`src/rtl/cam_capture_rgb444.sv`:
```
// ----------------------------------------------------------------------------
// cam_capture_rgb444
//
// Camera capture stage feeding the frame buffer that the VGA driver scans out.
// Samples an OV7670-style parallel camera bus in the system clock domain. Every
// pair of RGB565 bytes is packed into one 12-bit RGB444 pixel. Each pixel is
// written to the frame buffer at the linear address row*IMG_W + col.
//
// Build option:
//   CAM_TEST_PATTERN_EN - when defined, pixel data is replaced by 8 vertical
//                         colour bars, driven by a per-line column counter.
//                         Timing, addressing, frame_done and overflow are
//                         unchanged, and cam_data_i is ignored.
//
// Parameters:
//   DW     pixel width in the frame buffer (RGB444, 12)
//   AW     frame-buffer address width
//   IMG_W  pixels per captured line
//   IMG_H  lines per captured frame
//
// Ports:
//   clk_i          system clock, at least 3x the camera pixel clock
//   rst_i          synchronous, active-high reset
//   pclk_i         camera pixel clock, sampled as data
//   cam_vsync_i    camera frame sync, high between frames
//   cam_href_i     camera line valid
//   cam_data_i     camera byte
//   px_data_o      packed pixel for the buffer
//   px_addr_o      buffer write address, holds its value between writes
//   px_wr_o        write strobe, one clk_i per pixel
//   frame_done_o   one-cycle pulse when the frame ends (vsync rise)
//   overflow_o     sticky: more than IMG_W*IMG_H pixels arrived this frame
// ----------------------------------------------------------------------------
module cam_capture_rgb444 #(
    parameter int DW    = 12,
    parameter int AW    = 15,
    parameter int IMG_W = 160,
    parameter int IMG_H = 120
) (
    input  logic          clk_i,
    input  logic          rst_i,
    input  logic          pclk_i,
    input  logic          cam_vsync_i,
    input  logic          cam_href_i,
    input  logic [7:0]    cam_data_i,
    output logic [DW-1:0] px_data_o,
    output logic [AW-1:0] px_addr_o,
    output logic          px_wr_o,
    output logic          frame_done_o,
    output logic          overflow_o
);

    localparam logic [AW-1:0] LAST_ADDR = AW'(IMG_W * IMG_H - 1);

    typedef enum logic [1:0] {
        S_IDLE  = 2'd0,
        S_BYTE1 = 2'd1,
        S_BYTE2 = 2'd2
    } state_t;

    // ------------------------------------------------------------------------
    // Input synchronisers. Bit 0 is s1 and bit 1 is s2. The extra stage on
    // pclk and vsync is the delayed copy used for edge detection.
    // ------------------------------------------------------------------------
    logic [2:0] pclk_sync_q;
    logic [2:0] vs_sync_q;
    logic [1:0] href_sync_q;
    logic [7:0] data_s1_q;
    logic [7:0] data_s2_q;

    always_ff @(posedge clk_i) begin
        if (rst_i) begin
            pclk_sync_q <= '0;
            vs_sync_q   <= '0;
            href_sync_q <= '0;
            data_s1_q   <= '0;
            data_s2_q   <= '0;
        end else begin
            pclk_sync_q <= {pclk_sync_q[1:0], pclk_i};
            vs_sync_q   <= {vs_sync_q[1:0], cam_vsync_i};
            href_sync_q <= {href_sync_q[0], cam_href_i};
            data_s1_q   <= cam_data_i;
            data_s2_q   <= data_s1_q;
        end
    end

    logic pclk_rise;
    logic vs_rise;
    logic vs_fall;
    logic href;

    assign pclk_rise = pclk_sync_q[1] & ~pclk_sync_q[2];
    assign vs_rise   = vs_sync_q[1]   & ~vs_sync_q[2];
    assign vs_fall   = ~vs_sync_q[1]  &  vs_sync_q[2];
    assign href      = href_sync_q[1];

    // ------------------------------------------------------------------------
    // Capture state and registered outputs
    // ------------------------------------------------------------------------
    state_t          state_q;
    logic [6:0]      hi_q;          // first byte, keeping only the bits the pack uses
    logic [AW-1:0]   next_addr_q;   // address the next accepted pixel goes to
    logic            full_q;        // LAST_ADDR already written this frame
    logic [DW-1:0]   px_data_q;
    logic [AW-1:0]   px_addr_q;
    logic            px_wr_q;
    logic            frame_done_q;
    logic            overflow_q;

    logic [6:0]      hi_d;
    logic [11:0]     pix_d;
    logic            wr_req;

    // hi byte = RRRRRGGG: keep R[4:1] and G[5:3]
    assign hi_d   = {data_s2_q[7:4], data_s2_q[2:0]};
    // Second byte completes a pixel. The monitor of HREF in BYTE2 is the same
    // s2 sample, so a byte seen with HREF low never turns into a write.
    assign wr_req = (state_q == S_BYTE2) && href && pclk_rise;

`ifdef CAM_TEST_PATTERN_EN
    // ------------------------------------------------------------------------
    // Colour-bar generator. The column counts completed pixels on the current
    // line and clears whenever HREF is low. It saturates instead of wrapping,
    // so over-long lines cannot alias back onto the first bars.
    // ------------------------------------------------------------------------
    localparam int CW    = $clog2(IMG_W) + 1;
    localparam int BAR_W = (IMG_W / 8 > 0) ? IMG_W / 8 : 1;

    logic [CW-1:0] col_q;
    logic [CW-1:0] col_d;
    logic [CW-1:0] bar_idx;

    always_comb begin
        col_d = col_q;
        if (state_q == S_IDLE || !href) begin
            col_d = '0;
        end else if (wr_req && (col_q != '1)) begin
            col_d = col_q + 1'b1;
        end
    end

    always_ff @(posedge clk_i) begin
        if (rst_i) begin
            col_q <= '0;
        end else begin
            col_q <= col_d;
        end
    end

    assign bar_idx = col_q / CW'(BAR_W);
    assign pix_d   = {{4{bar_idx[2]}}, {4{bar_idx[1]}}, {4{bar_idx[0]}}};

    // Camera byte content is not needed while the pattern is active.
    logic unused_pattern_bits;
    assign unused_pattern_bits = ^{hi_q, data_s2_q[3], bar_idx[CW-1:3]};
`else
    // R[4:1], G[5:2], B[4:1]. G[2] is bit 7 of the second byte.
    assign pix_d = {hi_q, data_s2_q[7], data_s2_q[4:1]};
`endif

    always_ff @(posedge clk_i) begin
        if (rst_i) begin
            state_q      <= S_IDLE;
            hi_q         <= '0;
            next_addr_q  <= '0;
            full_q       <= 1'b0;
            px_data_q    <= '0;
            px_addr_q    <= '0;
            px_wr_q      <= 1'b0;
            frame_done_q <= 1'b0;
            overflow_q   <= 1'b0;
        end else begin
            px_wr_q      <= 1'b0;
            frame_done_q <= 1'b0;

            case (state_q)
                // A vsync rise here is ignored. Capture starts only at the
                // start of a frame, so a partial frame is never resumed.
                S_IDLE: begin
                    if (vs_fall) begin
                        next_addr_q <= '0;
                        px_addr_q   <= '0;
                        full_q      <= 1'b0;
                        overflow_q  <= 1'b0;
                        state_q     <= S_BYTE1;
                    end
                end

                S_BYTE1: begin
                    if (vs_rise) begin
                        frame_done_q <= 1'b1;
                        state_q      <= S_IDLE;
                    end else if (pclk_rise && href) begin
                        hi_q    <= hi_d;
                        state_q <= S_BYTE2;
                    end
                end

                S_BYTE2: begin
                    // A completing pixel is written even if vsync rises in the
                    // same cycle. In that case px_wr and frame_done are both
                    // high together.
                    if (wr_req) begin
                        if (full_q) begin
                            overflow_q <= 1'b1;
                        end else begin
                            px_wr_q   <= 1'b1;
                            px_data_q <= DW'(pix_d);
                            px_addr_q <= next_addr_q;
                            if (next_addr_q == LAST_ADDR) begin
                                full_q <= 1'b1;
                            end else begin
                                next_addr_q <= next_addr_q + 1'b1;
                            end
                        end
                    end

                    if (vs_rise) begin
                        frame_done_q <= 1'b1;
                        state_q      <= S_IDLE;
                    end else if (!href || pclk_rise) begin
                        // Either the pair completed or HREF dropped mid-pair.
                        // A dropped partial pixel is simply discarded.
                        state_q <= S_BYTE1;
                    end
                end

                default: state_q <= S_IDLE;
            endcase
        end
    end

    assign px_data_o    = px_data_q;
    assign px_addr_o    = px_addr_q;
    assign px_wr_o      = px_wr_q;
    assign frame_done_o = frame_done_q;
    assign overflow_o   = overflow_q;

endmodule
```
`config.mk`:
```
export PLATFORM = sky130hd
export DESIGN_NAME = cam_capture_rgb444
export DESIGN_NICKNAME = d
export VERILOG_FILES = /design/src/rtl/cam_capture_rgb444.sv
export SDC_FILE = /design/constraint.sdc
export NUM_CORES = 1
export LEC_CHECK = 0
export ABC_AREA = 1
export BUFFER_PORTS_ARGS = -buffer_cell sky130_fd_sc_hd__buf_2
export CAP_MARGIN = 10
export CORE_MARGIN = 2
export CORE_UTILIZATION = 45
export CTS_CLUSTER_SIZE = 28
export DETAILED_ROUTE_END_ITERATION = 8
export PLACE_DENSITY_LB_ADDON = 0.08
export SYNTH_ARGS = -nofsm -noshare
export SYNTH_HDL_FRONTEND = slang
export SYNTH_SLANG_ARGS = --single-unit
```
`constraint.sdc`:
```
create_clock -name clk_i -period 1.9 [get_ports clk_i]
set_clock_uncertainty 0.05 [all_clocks]
set_input_delay 0.095 -clock clk_i [delete_from_list [all_inputs] [get_ports clk_i]]
set_output_delay 0.095 -clock clk_i [all_outputs]
set_load 0.02 [all_outputs]
```
==> results.cfg <==
[detailed_routing]
drt_iter0_drc = 183
met3WireLength_um = 328
routedWlPerCell_um = 12.2
met1Wirelength_um = 3850
firstDrtPassIters = 4
wl_um = 7570
post_drt_via_cell_ratio = 4.81
final_antenna_net_count = 0
dr_wl_met2_um = 3310
drcViolationCount = 0
top_layer = met4
vias = 2993

[layout]
multi_input_area_sq_um = 1450
fillers = 734
num_antenna_cells = 0
drive_above_1_share_pct = 17.0
final_common_cell = nand2_1
seq_area_sq_um = 1580
final_nets = 536
areaGrowthSynthToFinish_pct = 20.1
design_area_sq_um = 4000
fin_util_pct = 55.4
finalNonFillerCells = 622
final_cell_mix = nand2_1 (95), dfxtp_1 (79), nor2_1 (73)

[status]
status = complete, no violations

[synth]
ys_ff_latch = 79
syn_area_per_cell_sq_um = 7.19
synth_area_sq_um = 3330
ys_seq_area_share_pct = 47.5
syn_nets = 481
yosysUniqueCellTypes = 23
yosysWarnings = 0
syn_inst = 463

[placement]
post_dp_cell_area_sq_um = 3630
gp_congestion = 0.856
place_hpwl_um = 5110
placedCellCount = 593
pre_cts_ws_ns = 0.0499
port_buffers = 42

[setup_path]
r2r_slack_ns = 0.15
r2r_cells = 10
critical_path_class = flip-flop to flip-flop
crit_arrival_ns = 1.96
start_kind = flip-flop
reg2reg_from = state_q[0]
path_max_fanout = 15
crit_required_ns = 2.12
worst_r2r_endpoint = px_addr_o[4]
worst_setup_path_end_kind = flip-flop

[clock_network]
clockRootBuffer = clkbuf_8
htree_levels = 3
cts_buffers = 9
cts_sinks = 79
clock_latency_ns = 0.34
cts_buffer_depth = 2
cts_tree = yes
clkTransAtPathRegs_ns = 0.08

[flow_run]
cap_violations = 0

[timing]
hold_viol = 0
fin_tns_setup_ns = 0
fmax_mhz = 573
maxSlewHeadroom_pct = 56.3
worst_pin_slew_ns = 0.656
min_period_over_period_pct = 91.9
fin_crit_ns = 1.75
rsz0062_at_grt = no
slew_violations = 0
finalSetupViolations = 0
whs_ns = 0.292
setup_ws_ns = 0.155

[floorplan]
row_count = 31
die_w_um = 90
die-area_sq_um = 8100
ios = 43
die_h_um = 90
start_util_pct = 46.1
core_sq_um = 7210

[global_routing]
grt_max_degree = 58
track_usage_pct = 19.2
grt_overflow = 0
grt_pass1_vias = 2681
grt_pass1_wl_um = 12700
antenna_found_initial = 0

[min_path]
hold_path_end = frame_done_o
hold_path_class = primary input to flip-flop
min_from = rst_i
hold-path-cell-count = 4

[power]
worst_ir_drop_vdd_mv = 0.676
leakage_nw = 1.74
power_mw = 4.74
p_per_area_nw_per_um2 = 1190
cell usage after synthesis:
cell / number / area [sq um]
a21oi_1: 43 / 215
a21oi_2: 2 / 17.5
a31oi_1: 1 / 6.26
and3_1: 1 / 6.26
buf_1: 4 / 15.0
buf_2: 8 / 40.0
buf_4: 2 / 15.0
buf_6: 2 / 22.5
clkbuf_1: 7 / 26.3
dfxtp_1: 79 / 1580
ha_1: 5 / 62.6
inv_1: 55 / 206
inv_2: 3 / 11.3
nand2_1: 97 / 364
nand3_1: 42 / 210
nand3_2: 2 / 20.0
nand3_4: 1 / 17.5
nand4_1: 16 / 100
nor2_1: 73 / 274
nor2_2: 3 / 18.8
nor2_4: 2 / 22.5
o21ai_0: 14 / 70.1
o21ai_1: 1 / 5.00
cell type report:
cell class,count,share of cell area [%]
Clock buffer,9,3.10
Clock inverter,7,2.00
Inverter,58,5.45
Multi-Input combinational cell,304,36.2
Sequential cell,79,39.6
Tap cell,99,3.10
Timing Repair Buffer,66,10.6
where the power goes:
part | switching (mW) | total (mW) | leakage [nW] | internal (mW)
Clock | 0.646 | 1.27 | 0.102 | 0.623
Combinational | 1.05 | 1.59 | 0.998 | 0.547
Sequential | 0.104 | 1.88 | 0.643 | 1.78
Total | 1.80 | 4.74 | 1.74 | 2.95
critical path, stage by stage, from the launching register on:
cell and delay (ns):
dfxtp_1 0.37, inv_1 0.09, ha_1 0.27, inv_2 0.11, nand2_1 0.07, o21ai_1 0.08
nand2_1 0.11, nor2_4 0.11, buf_6 0.16, nand3_1 0.10, a21oi_1 0.15
routing by layer:
| layer | vias to the layer above | global-route usage [%] |
|---|---|---|
| met5 | - | 0 |
| met4 | 0 | 7.44 |
| met3 | 7 | 3.27 |
| met2 | 67 | 30.1 |
| met1 | 1334 | 26.4 |
| li1 | 1585 | - |
cell families (layout without fill, tap and decap cells):
| group | after synthesis | after routing | share of synthesized area, % |
|---|---|---|---|
| buffers and inverters | 81 | 140 | 10.1 |
| adders and majority gates | 5 | 5 | 1.88 |
| AOI/OAI and AO/OA | 61 | 61 | 9.44 |
| DFF | 79 | 79 | 47.5 |
| and+or+nand+nor | 237 | 238 | 31.1 |
registers in the layout, indices dropped and copies added, names as in the netlist, 3 cells and up:
register / flops
data_s1_q: 8
data_s2_q: 8
px_addr_o: 15
hi_q: 7
next_addr_q: 15
vs_sync_q: 3
pclk_sync_q: 3
px_data_o: 12
timing repair:
item	in CTS	in global routing
setup endpoints to repair	0	40
setup buffers	0	1
gates resized for setup	0	8
endpoints found under the hold margin	11	0
hold buffers	11	0
worst max-delay path by stage:
stage               start        endpoint  cells past startpoint
3_5_place_dp   state_q[0]  next_addr_q[1]                      9
6_report       state_q[0]    px_addr_o[4]                     10
2_1_floorplan  state_q[0]  next_addr_q[0]                     10
3_3_place_gp   state_q[0]  next_addr_q[0]                      8
4_1_cts        state_q[0]  next_addr_q[1]                      9
5_1_grt        state_q[0]    px_addr_o[1]                     10
No activity file was read; power rests on OpenSTA's default activity.
